[src/rtl/conv_engine_p_if.sv]
// Sample/result bundle for conv_engine_p.
// master = producer/consumer side, slave = engine side.
// Ports: IN_VALID, MODE, IN_A, IN_B (to engine);
//        OUT_VALID, OUT and BUSY if CONV_BUSY_EN (from engine).
interface conv_engine_p_if #(
    parameter int DATA_W = 8,
    parameter int ACC_W  = 20
);
    logic                     IN_VALID;
    logic [1:0]               MODE;
    logic signed [DATA_W-1:0] IN_A;
    logic signed [DATA_W-1:0] IN_B;
    logic                     OUT_VALID;
    logic signed [ACC_W-1:0]  OUT;
`ifdef CONV_BUSY_EN
    logic                     BUSY;

    modport master (
        output IN_VALID, MODE, IN_A, IN_B,
        input  OUT_VALID, OUT, BUSY
    );
    modport slave (
        input  IN_VALID, MODE, IN_A, IN_B,
        output OUT_VALID, OUT, BUSY
    );
`else
    modport master (
        output IN_VALID, MODE, IN_A, IN_B,
        input  OUT_VALID, OUT
    );
    modport slave (
        input  IN_VALID, MODE, IN_A, IN_B,
        output OUT_VALID, OUT
    );
`endif
endinterface

[src/rtl/conv_engine_p.sv]
// Serial signed conv / circular conv / correlation engine, one MAC per cycle.
// Ports: CLK, RESET (sync, active high), io (conv_engine_p_if.slave):
//   IN_VALID/MODE/IN_A/IN_B burst in, OUT_VALID/OUT stream out.
// Optional macro CONV_BUSY_EN adds io.BUSY (high while a frame is in flight).
module conv_engine_p #(
    parameter int DATA_W  = 8,
    parameter int MAX_LEN = 16,
    parameter int ACC_W   = 20
) (
    input  logic           CLK,
    input  logic           RESET,
    conv_engine_p_if.slave io
);
    localparam int CW   = $clog2(MAX_LEN + 1);
    localparam int IW   = (MAX_LEN > 1) ? $clog2(MAX_LEN) : 1;
    localparam int NACC = 2 * MAX_LEN - 1;
    localparam int AW   = (NACC > 1) ? $clog2(NACC) : 1;
    localparam int PW   = 2 * DATA_W;

    localparam logic [1:0] MODE_CIRC = 2'd1;
    localparam logic [1:0] MODE_CORR = 2'd2;

    typedef enum logic [2:0] {
        S_IDLE,
        S_READ,
        S_CALC,
        S_FIN,
        S_OUTPUT
    } state_e;

    state_e state_q, state_d;
    logic [1:0]    mode_q, mode_d;
    logic [CW-1:0] n_q, n_d;
    logic [IW-1:0] i_q, i_d;
    logic [IW-1:0] j_q, j_d;
    logic [AW-1:0] oidx_q, oidx_d;
    logic          out_valid_q, out_valid_d;
    logic signed [ACC_W-1:0] out_q, out_d;

    logic signed [DATA_W-1:0] a_q [MAX_LEN];
    logic signed [DATA_W-1:0] a_d [MAX_LEN];
    logic signed [DATA_W-1:0] b_q [MAX_LEN];
    logic signed [DATA_W-1:0] b_d [MAX_LEN];
    logic signed [ACC_W-1:0]  acc_q [NACC];
    logic signed [ACC_W-1:0]  acc_d [NACC];

    logic [IW-1:0] n_last;
    logic [AW-1:0] sum;
    logic [AW-1:0] k;
    logic [AW-1:0] len;
    logic signed [PW-1:0]    prod;
    logic signed [ACC_W-1:0] prod_ext;

    always_comb begin
        state_d     = state_q;
        mode_d      = mode_q;
        n_d         = n_q;
        i_d         = i_q;
        j_d         = j_q;
        oidx_d      = oidx_q;
        out_valid_d = 1'b0;
        out_d       = '0;
        a_d         = a_q;
        b_d         = b_q;
        acc_d       = acc_q;

        n_last = IW'(n_q - CW'(1));
        sum    = AW'(i_q) + AW'(j_q);

        // Output length: N for circular, 2N-1 otherwise.
        if (mode_q == MODE_CIRC) begin
            len = AW'(n_q);
        end else begin
            len = AW'(n_q) + AW'(n_q) - AW'(1);
        end

        // i+j < 2N-1, so one conditional subtract gives mod N.
        case (mode_q)
            MODE_CIRC: k = (sum >= AW'(n_q)) ? sum - AW'(n_q) : sum;
            MODE_CORR: k = AW'(i_q) + AW'(n_q) - AW'(1) - AW'(j_q);
            default:   k = sum;
        endcase

        prod     = PW'(a_q[i_q]) * PW'(b_q[j_q]);
        prod_ext = ACC_W'(prod);

        case (state_q)
            S_IDLE: begin
                if (io.IN_VALID) begin
                    a_d[0]  = io.IN_A;
                    b_d[0]  = io.IN_B;
                    n_d     = CW'(1);
                    mode_d  = (io.MODE == 2'd3) ? 2'd0 : io.MODE;
                    state_d = S_READ;
                end
            end
            S_READ: begin
                if (io.IN_VALID) begin
                    // Beats past MAX_LEN are dropped; N saturates.
                    if (n_q < CW'(MAX_LEN)) begin
                        a_d[n_q[IW-1:0]] = io.IN_A;
                        b_d[n_q[IW-1:0]] = io.IN_B;
                        n_d = n_q + CW'(1);
                    end
                end else begin
                    i_d     = '0;
                    j_d     = '0;
                    state_d = S_CALC;
                end
            end
            S_CALC: begin
                acc_d[k] = acc_q[k] + prod_ext;
                if (j_q == n_last) begin
                    j_d = '0;
                    if (i_q == n_last) begin
                        state_d = S_FIN;
                    end else begin
                        i_d = i_q + IW'(1);
                    end
                end else begin
                    j_d = j_q + IW'(1);
                end
            end
            S_FIN: begin
                oidx_d  = '0;
                state_d = S_OUTPUT;
            end
            S_OUTPUT: begin
                out_valid_d = 1'b1;
                out_d       = acc_q[oidx_q];
                if (oidx_q == len - AW'(1)) begin
                    for (int m = 0; m < NACC; m++) begin
                        acc_d[m] = '0;
                    end
                    state_d = S_IDLE;
                end else begin
                    oidx_d = oidx_q + AW'(1);
                end
            end
            default: state_d = S_IDLE;
        endcase
    end

    always_ff @(posedge CLK) begin
        if (RESET) begin
            state_q     <= S_IDLE;
            mode_q      <= '0;
            n_q         <= '0;
            i_q         <= '0;
            j_q         <= '0;
            oidx_q      <= '0;
            out_valid_q <= 1'b0;
            out_q       <= '0;
            for (int m = 0; m < MAX_LEN; m++) begin
                a_q[m] <= '0;
                b_q[m] <= '0;
            end
            for (int m = 0; m < NACC; m++) begin
                acc_q[m] <= '0;
            end
        end else begin
            state_q     <= state_d;
            mode_q      <= mode_d;
            n_q         <= n_d;
            i_q         <= i_d;
            j_q         <= j_d;
            oidx_q      <= oidx_d;
            out_valid_q <= out_valid_d;
            out_q       <= out_d;
            a_q         <= a_d;
            b_q         <= b_d;
            acc_q       <= acc_d;
        end
    end

    assign io.OUT_VALID = out_valid_q;
    assign io.OUT       = out_q;

`ifdef CONV_BUSY_EN
    // The last OUT_VALID cycle is already in IDLE; keep BUSY through it.
    assign io.BUSY = (state_q != S_IDLE) || out_valid_q;
`endif

endmodule
[src/flat_wrapper.sv]
// flat-port wrapper written by rule: the top's interface ports become plain ports
module conv_engine_p_flat 
#(
    parameter int DATA_W  = 8,
    parameter int MAX_LEN = 16,
    parameter int ACC_W   = 20
)
  (CLK, RESET, io_IN_VALID, io_MODE, io_IN_A, io_IN_B, io_OUT_VALID, io_OUT);
  conv_engine_p_if #(.DATA_W(DATA_W), .ACC_W(ACC_W)) io_i ();
  input  logic CLK;
  input  logic RESET;
  input wire logic [$bits(io_i.IN_VALID)-1:0] io_IN_VALID;
  input wire logic [$bits(io_i.MODE)-1:0] io_MODE;
  input wire logic [$bits(io_i.IN_A)-1:0] io_IN_A;
  input wire logic [$bits(io_i.IN_B)-1:0] io_IN_B;
  output wire logic [$bits(io_i.OUT_VALID)-1:0] io_OUT_VALID;
  output wire logic [$bits(io_i.OUT)-1:0] io_OUT;
  assign io_i.IN_VALID = io_IN_VALID;
  assign io_i.MODE = io_MODE;
  assign io_i.IN_A = io_IN_A;
  assign io_i.IN_B = io_IN_B;
  assign io_OUT_VALID = io_i.OUT_VALID;
  assign io_OUT = io_i.OUT;
  conv_engine_p #(.DATA_W(DATA_W), .MAX_LEN(MAX_LEN), .ACC_W(ACC_W)) u_core (.CLK(CLK), .RESET(RESET), .io(io_i));
endmodule
[config.mk]
export PLATFORM = sky130hd
export DESIGN_NAME = conv_engine_p_flat
export DESIGN_NICKNAME = d
export VERILOG_FILES = /design/src/rtl/conv_engine_p_if.sv /design/src/rtl/conv_engine_p.sv /design/src/flat_wrapper.sv
export SDC_FILE = /design/constraint.sdc
export NUM_CORES = 2
export LEC_CHECK = 0
export BUFFER_PORTS_ARGS = -buffer_cell sky130_fd_sc_hd__buf_2
export CORE_ASPECT_RATIO = 1.4
export CORE_MARGIN = 2
export CORE_UTILIZATION = 50
export DETAILED_ROUTE_END_ITERATION = 8
export PLACE_DENSITY_LB_ADDON = 0.05
export SLEW_MARGIN = 20
export SYNTH_ARGS = -nofsm -noshare
export SYNTH_HDL_FRONTEND = slang
export SYNTH_SLANG_ARGS = --single-unit
[constraint.sdc]
create_clock -name CLK -period 25.1 [get_ports CLK]
set_clock_uncertainty 0.05 [all_clocks]
set_input_delay 2.51 -clock CLK [delete_from_list [all_inputs] [get_ports CLK]]
set_output_delay 2.51 -clock CLK [all_outputs]
set_load 0.05 [all_outputs]
Yosys cells after proc, flatten, opt, wreduce, memory -nomap -nowiden
Index checks and enable logic that the tools add are counted.
Storage, ports and cells
  bits of input ports: 21
  flip-flop bits (word level): 920
  output and inout port bits: 21
Cells by class
  bitwise gates (word level): 6
  multiplexer cells: 52
  reductions and logical operators: 16
  equality and inequality tests: 19
  add/sub/neg operators: 14
  order comparisons: 9
  $mul: 1
Operators with widths (count)
  $pmux 620 s2: 1
  $bwmux 620: 1
  $mux 620: 1
  $mux 128: 4
  $bwmux 128: 2
  $bmux 20 s5: 2
  $demux 20 s5: 1
  $mux 20: 5
  $bmux 8 s4: 2
  $mux 8: 7
  $demux 8 s4: 1
  $pmux 8 s2: 2
  $mux 5: 6
  $pmux 5 s2: 3
  $add 20x16->20: 1
  $mul 8x8->16: 1
  $mux 4: 4
  $pmux 4 s2: 2
  $ge 5x5->1 const B: 3
  $mux 3: 5
  $not 4->5: 3
  $pmux 3 s5: 1
  $sub 5x1->5 const B: 3
  $ge 6x6->1 const B: 2
  other kinds (33): 54

Depth between registers and ports, before layout
  depth in word-level cells: 11
  depth in mapped cells: 45

Least setup slack after synthesis
No wires, ideal clock.
  kind: reg2reg
  from: reg u_core.j_q[1]
  to: reg u_core.acc_q[18] (netlist name)
  cell stages (with the launch flop): 40
  data required time: 24.918 ns
  data arrival time: 9.591 ns
  setup time: 0.132 ns
  path buffers: 8
  setup slack: 15.327 ns
  cell sequence: dfxtp_1 > clkbuf_1 > buf_1 > inv_1 > ha_1 > nor2_1 > a221oi_1 > xnor2_1 > inv_1 > ha_1 > nor3_2 > a2111oi_4 > o31a_1 > buf_6 > o211ai_1 > clkbuf_1 > clkbuf_1 > buf_1 > [... 4 more ...] > fa_1 > inv_1 > fa_1 > inv_1 > fa_1 > fa_1 > fa_1 > ha_1 > a21oi_1 > o21bai_1 > a21oi_1 > o21ba_2 > o211ai_1 > a31o_2 > a21oi_1 > xor2_1 > clkbuf_1 > o31ai_1
On the way
  cells in the longest elaborated chain, start to end: 11
Ends and longest elaborated chain
  from (decl): RTL line conv_engine_p.sv:35  | logic [IW-1:0] j_q, j_d;
  from (signal assigned): RTL line conv_engine_p.sv:166  | j_q <= j_d;
  $add 4x4->5: RTL line conv_engine_p.sv:68  | sum = AW'(i_q) + AW'(j_q);
  $sub 5x5->5 / $ge 5x5->1 (equally long branches): RTL line conv_engine_p.sv:79  | MODE_CIRC: k = (sum >= AW'(n_q)) ? sum - AW'(n_q) : sum;
  $mux 5: RTL line conv_engine_p.sv:79
  $pmux 5 s2: RTL line conv_engine_p.sv:78  | case (mode_q)
  $not 5->6 (not written as such): RTL line conv_engine_p.sv:112  | acc_d[k] = acc_q[k] + prod_ext;
  $bmux 20 s5 (tied with other cells): RTL line conv_engine_p.sv:112
  $mux 20 (not written as such) / $logic_and 1x1->1 (equally long branches): RTL line conv_engine_p.sv:112
  $mux 20 (not written as such): RTL line conv_engine_p.sv:112
  $add 20x16->20 / $demux 20 s5 (equally long branches): RTL line conv_engine_p.sv:112
  $bwmux 620 *: RTL line conv_engine_p.sv:112
  $pmux 620 s2 *: RTL line conv_engine_p.sv:87  | case (state_q)
  to (signal, indexed assignment): RTL line conv_engine_p.sv:159  | acc_q[m] <= '0;
  to (signal assigned): RTL line conv_engine_p.sv:172  | acc_q <= acc_d;
  to (decl): RTL line conv_engine_p.sv:44  | logic signed [ACC_W-1:0] acc_q [NACC];
Mark *: on every way between the ends. The rest lies on a longest branch, timed or not. The select of a mux whose other input is x is not followed.
A chain may end at the register's enable or synchronous reset.

Worst setup path after layout
  from: reg u_core.i_q[0]
  to: reg u_core.acc_q[458] (netlist name)
On the way
  cells in the longest elaborated chain, start to end: 11
Ends and longest elaborated chain
  from (decl): RTL line conv_engine_p.sv:34  | logic [IW-1:0] i_q, i_d;
  from (signal assigned): RTL line conv_engine_p.sv:165  | i_q <= i_d;
  $add 4x5->5 / $add 4x4->5 (equally long branches): RTL line conv_engine_p.sv:80, conv_engine_p.sv:68
  $sub 5x1->5 (tied with other cells): RTL line conv_engine_p.sv:80  | MODE_CORR: k = AW'(i_q) + AW'(n_q) - AW'(1) - AW'(j_q);
  $sub 5x4->5 / $mux 5 (equally long branches): RTL line conv_engine_p.sv:80, conv_engine_p.sv:79
  $pmux 5 s2: RTL line conv_engine_p.sv:78
  $not 5->6 (not written as such): RTL line conv_engine_p.sv:112
  $bmux 20 s5 (tied with other cells): RTL line conv_engine_p.sv:112
  $mux 20 (not written as such) / $logic_and 1x1->1 (equally long branches): RTL line conv_engine_p.sv:112
  $mux 20 (not written as such): RTL line conv_engine_p.sv:112
  $add 20x16->20 / $demux 20 s5 (equally long branches): RTL line conv_engine_p.sv:112
  $bwmux 620 *: RTL line conv_engine_p.sv:112
  $pmux 620 s2 *: RTL line conv_engine_p.sv:87
Marked as above.

==> flow_summary.toml <==
[pwr]
power.leakage_nw = 17.4
ir_drop_mv = 0.0622
powerDensity_nw_per_um2 = 61.3

[global_routing]
grt_pass1_vias = 43100
gr-max-usage-layer = "met2"
grt_pass1_wl_mm = 286
overflow = 0
antenna_found_initial = 4
gr-usage-all-layers = 0.381
use_met2 = 0.614
grt_max_degree = 193
use_met1 = 0.469
met3_usage = 0.0597

[synthesis]
ys_seq_area_frac = 0.375
synth_top_area_frac = 0.375
syn_nets = 6095
async_flop_share = 0
netlist_top_cells_area = "dfxtp_1 38%, mux4_2 11%, nand2_1 11%"
avgSynthCellArea_um2 = 8.31
synthesis.area_um2 = 49100
ys.flop_type = "dfxtp_1"
ys_seq_elements = 920
netlist_instances = 5906
yosysWarnings = 0
yosys.area.top_type = "dfxtp_1"
synth_cell_types = 68
synth_edf_count = 0

[die]
ios = 42
die_y_um = 375
rows = 136
initial_core_util = 0.502
core_um2 = 97700
fp.dieW_um = 269
die-area_um2 = 101000

[drt]
drc = 0
drt_iter0_markers = 6000
route.vias.total = 45600
wirelength_mm = 194
viasPerCell = 6.49
wl_per_cell_um = 27.6
antenna_left = 0
first_pass_iters = 7

[place]
gp_congestion = 0.926
place_inst = 6851
place.port_buffers = 41
dp_hpwl_mm = 121
dpl_cell_area_um2 = 50200

[clock_tree]
htree_levels = 3
cts.sinks = 920
clk_pin_slew_ns = 0.06
root_buffer = "clkbuf_16"
cts_max_path_buffers = 3
ctsHoldBuffers = 0
cts_tree = "built"
cts_resized = 0
postCtsSetupRepairBufs = 0
clk_latency_ns = 0.72
cts_buffers = 95

[sta]
rsz0062_at_grt = "false"
worst_slew_pin_slew_ns = 1.18
setup_viol = 0
drv_slew = 0
tns_ns = 0
fin_crit_ns = 12.97
hold_viol = 0
max_freq_ghz = 0.0771
fin_crit_sh = 0.517
relSlewSlack = 0.208

[hold_path]
hold_path_class = "flop to flop"

[cells_and_area]
area_delta_synth_final_pct = 8.90
drive_gt1_frac = 0.118
final_cell_mix = "1,394 x nand2_1, 912 x dfxtp_1, 509 x nor2_1, 497 x a21oi_1, 387 x nand3_1"
fill_cells = 9278
stdcell_area_um2 = 53400
diodes = 0
final_cells = 7029
final_common_cell = "nand2_1"
fin_nets = 5827

[critical_path]
worstPathBufferInverterCount = 6
worstPathRequired_ns = 25.60
critical_path_class = "flop to flop"
cp_top_family = "compound AO/OA/AOI/OAI gates"
max_stage_delay_ns = 0.85
critPathLaunchType = "flop"
worst_setup_path_end_kind = "flop"
cpMostUsedCell = "fa_1"
crit_slowest_cell = "buf_4"
arrival_ns = 13.47
crit_fanout = 79

[run]
cap_violations = 0

[run_status]
status = "complete, no violations"
==> path summary, 6_finish.rpt <==
path / startpoint / endpoint / slack (ns) / cells past startpoint
max reg2reg: u_core.i_q[0]$_SDFFE_PP0P_ / u_core.acc_q[458]$_SDFFE_PP0P_ / 12.13 / 34
min: u_core.a_q[35]$_SDFFE_PP0P_ / u_core.a_q[35]$_SDFFE_PP0P_ / 0.40 / 2
max: u_core.i_q[0]$_SDFFE_PP0P_ / u_core.acc_q[458]$_SDFFE_PP0P_ / 12.13 / 34
min reg2reg: u_core.a_q[35]$_SDFFE_PP0P_ / u_core.a_q[35]$_SDFFE_PP0P_ / 0.40 / 2
==> flip-flops by register name (all words and copies together), names as in the netlist <==
signal and cells:
u_core.b_q 128, u_core.n_q 5, u_core.state_q 3, u_core.a_q 128
u_core.j_q 4, u_core.acc_q 620, u_core.io.OUT_VALID 1, u_core.oidx_q 5
u_core.io.OUT 20, u_core.i_q 4, u_core.mode_q 2
==> per-stage QoR <==
step / total power, mW / utilization / setup WS (ns) / hold slack, ns
finish: 3.28 / 0.547 / 12.13 / 0.401
detailed placement: 1.80 / 0.514 / 12.31 / 0.393
global route: 3.35 / 0.547 / 11.40 / 0.418
global placement: 1.80 / 0.514 / 12.45 / 0.386
CTS: 3.28 / 0.547 / 12.26 / 0.401
floorplan: 1.70 / - / 15.33 / 0.379
==> power by group <==
part | switching, mW | internal, mW | total, mW
clock | 0.644 | 0.858 | 1.50
sequential | 0.00418 | 1.46 | 1.47
combinational | 0.235 | 0.0724 | 0.308
total | 0.883 | 2.39 | 3.28
==> worst register-to-register path: cells and delay by family (launching register included) <==
kind | cells | cell delay, ns
AOI/OAI and AO/OA | 16 | 4.23
xor gates and xnor gates | 1 | 0.80
adders and majority gates | 8 | 3.34
buffers and inverters | 6 | 3.61
DFF | 1 | 0.33
and+or+nand+nor | 3 | 0.47
==> layout make-up <==
| cell class | instances | area [um2] | area share |
|---|---|---|---|
| multi-input cells | 4326 | 28400 | 0.531 |
| flip-flops and latches | 920 | 18400 | 0.345 |
| clock buffers | 139 | 2810 | 0.0525 |
| well taps | 1311 | 1640 | 0.0307 |
| repair buffers | 176 | 1310 | 0.0245 |
| inverters | 119 | 447 | 0.00836 |
| clock inverters | 38 | 433 | 0.00810 |
==> cell families after synthesis <==
kind of cell,synth area share
buffers and inverters,0.0531
XOR/XNOR,0.00959
adder cells (fa/ha/maj),0.0574
AO/OA/AOI/OAI,0.159
flip-flops,0.375
multiplexers,0.124
AND/OR/NAND/NOR,0.221
==> per-layer routing <==
metal,part of all wire,vias to the layer above
li1,-,20100
met1,0.37,22300
met2,0.47,2498
met3,0.088,691
met4,0.078,9
met5,0.00059,-
==> synth_stat cells (41+ instances only) <==
cell         n
o31ai_1     51
a22oi_1    349
ha_1        73
nand2_1   1398
a32oi_1     51
a31oi_1     91
buf_2       41
fa_1        95
inv_1      118
nor2_1     553
dfxtp_1    920
and3_1      84
o21ai_0     44
mux2i_1     80
nand3_1    387
a21oi_1    497
clkbuf_1   420
buf_1       65
mux4_2     235
Note: power is estimated with default switching activity, not from simulation.
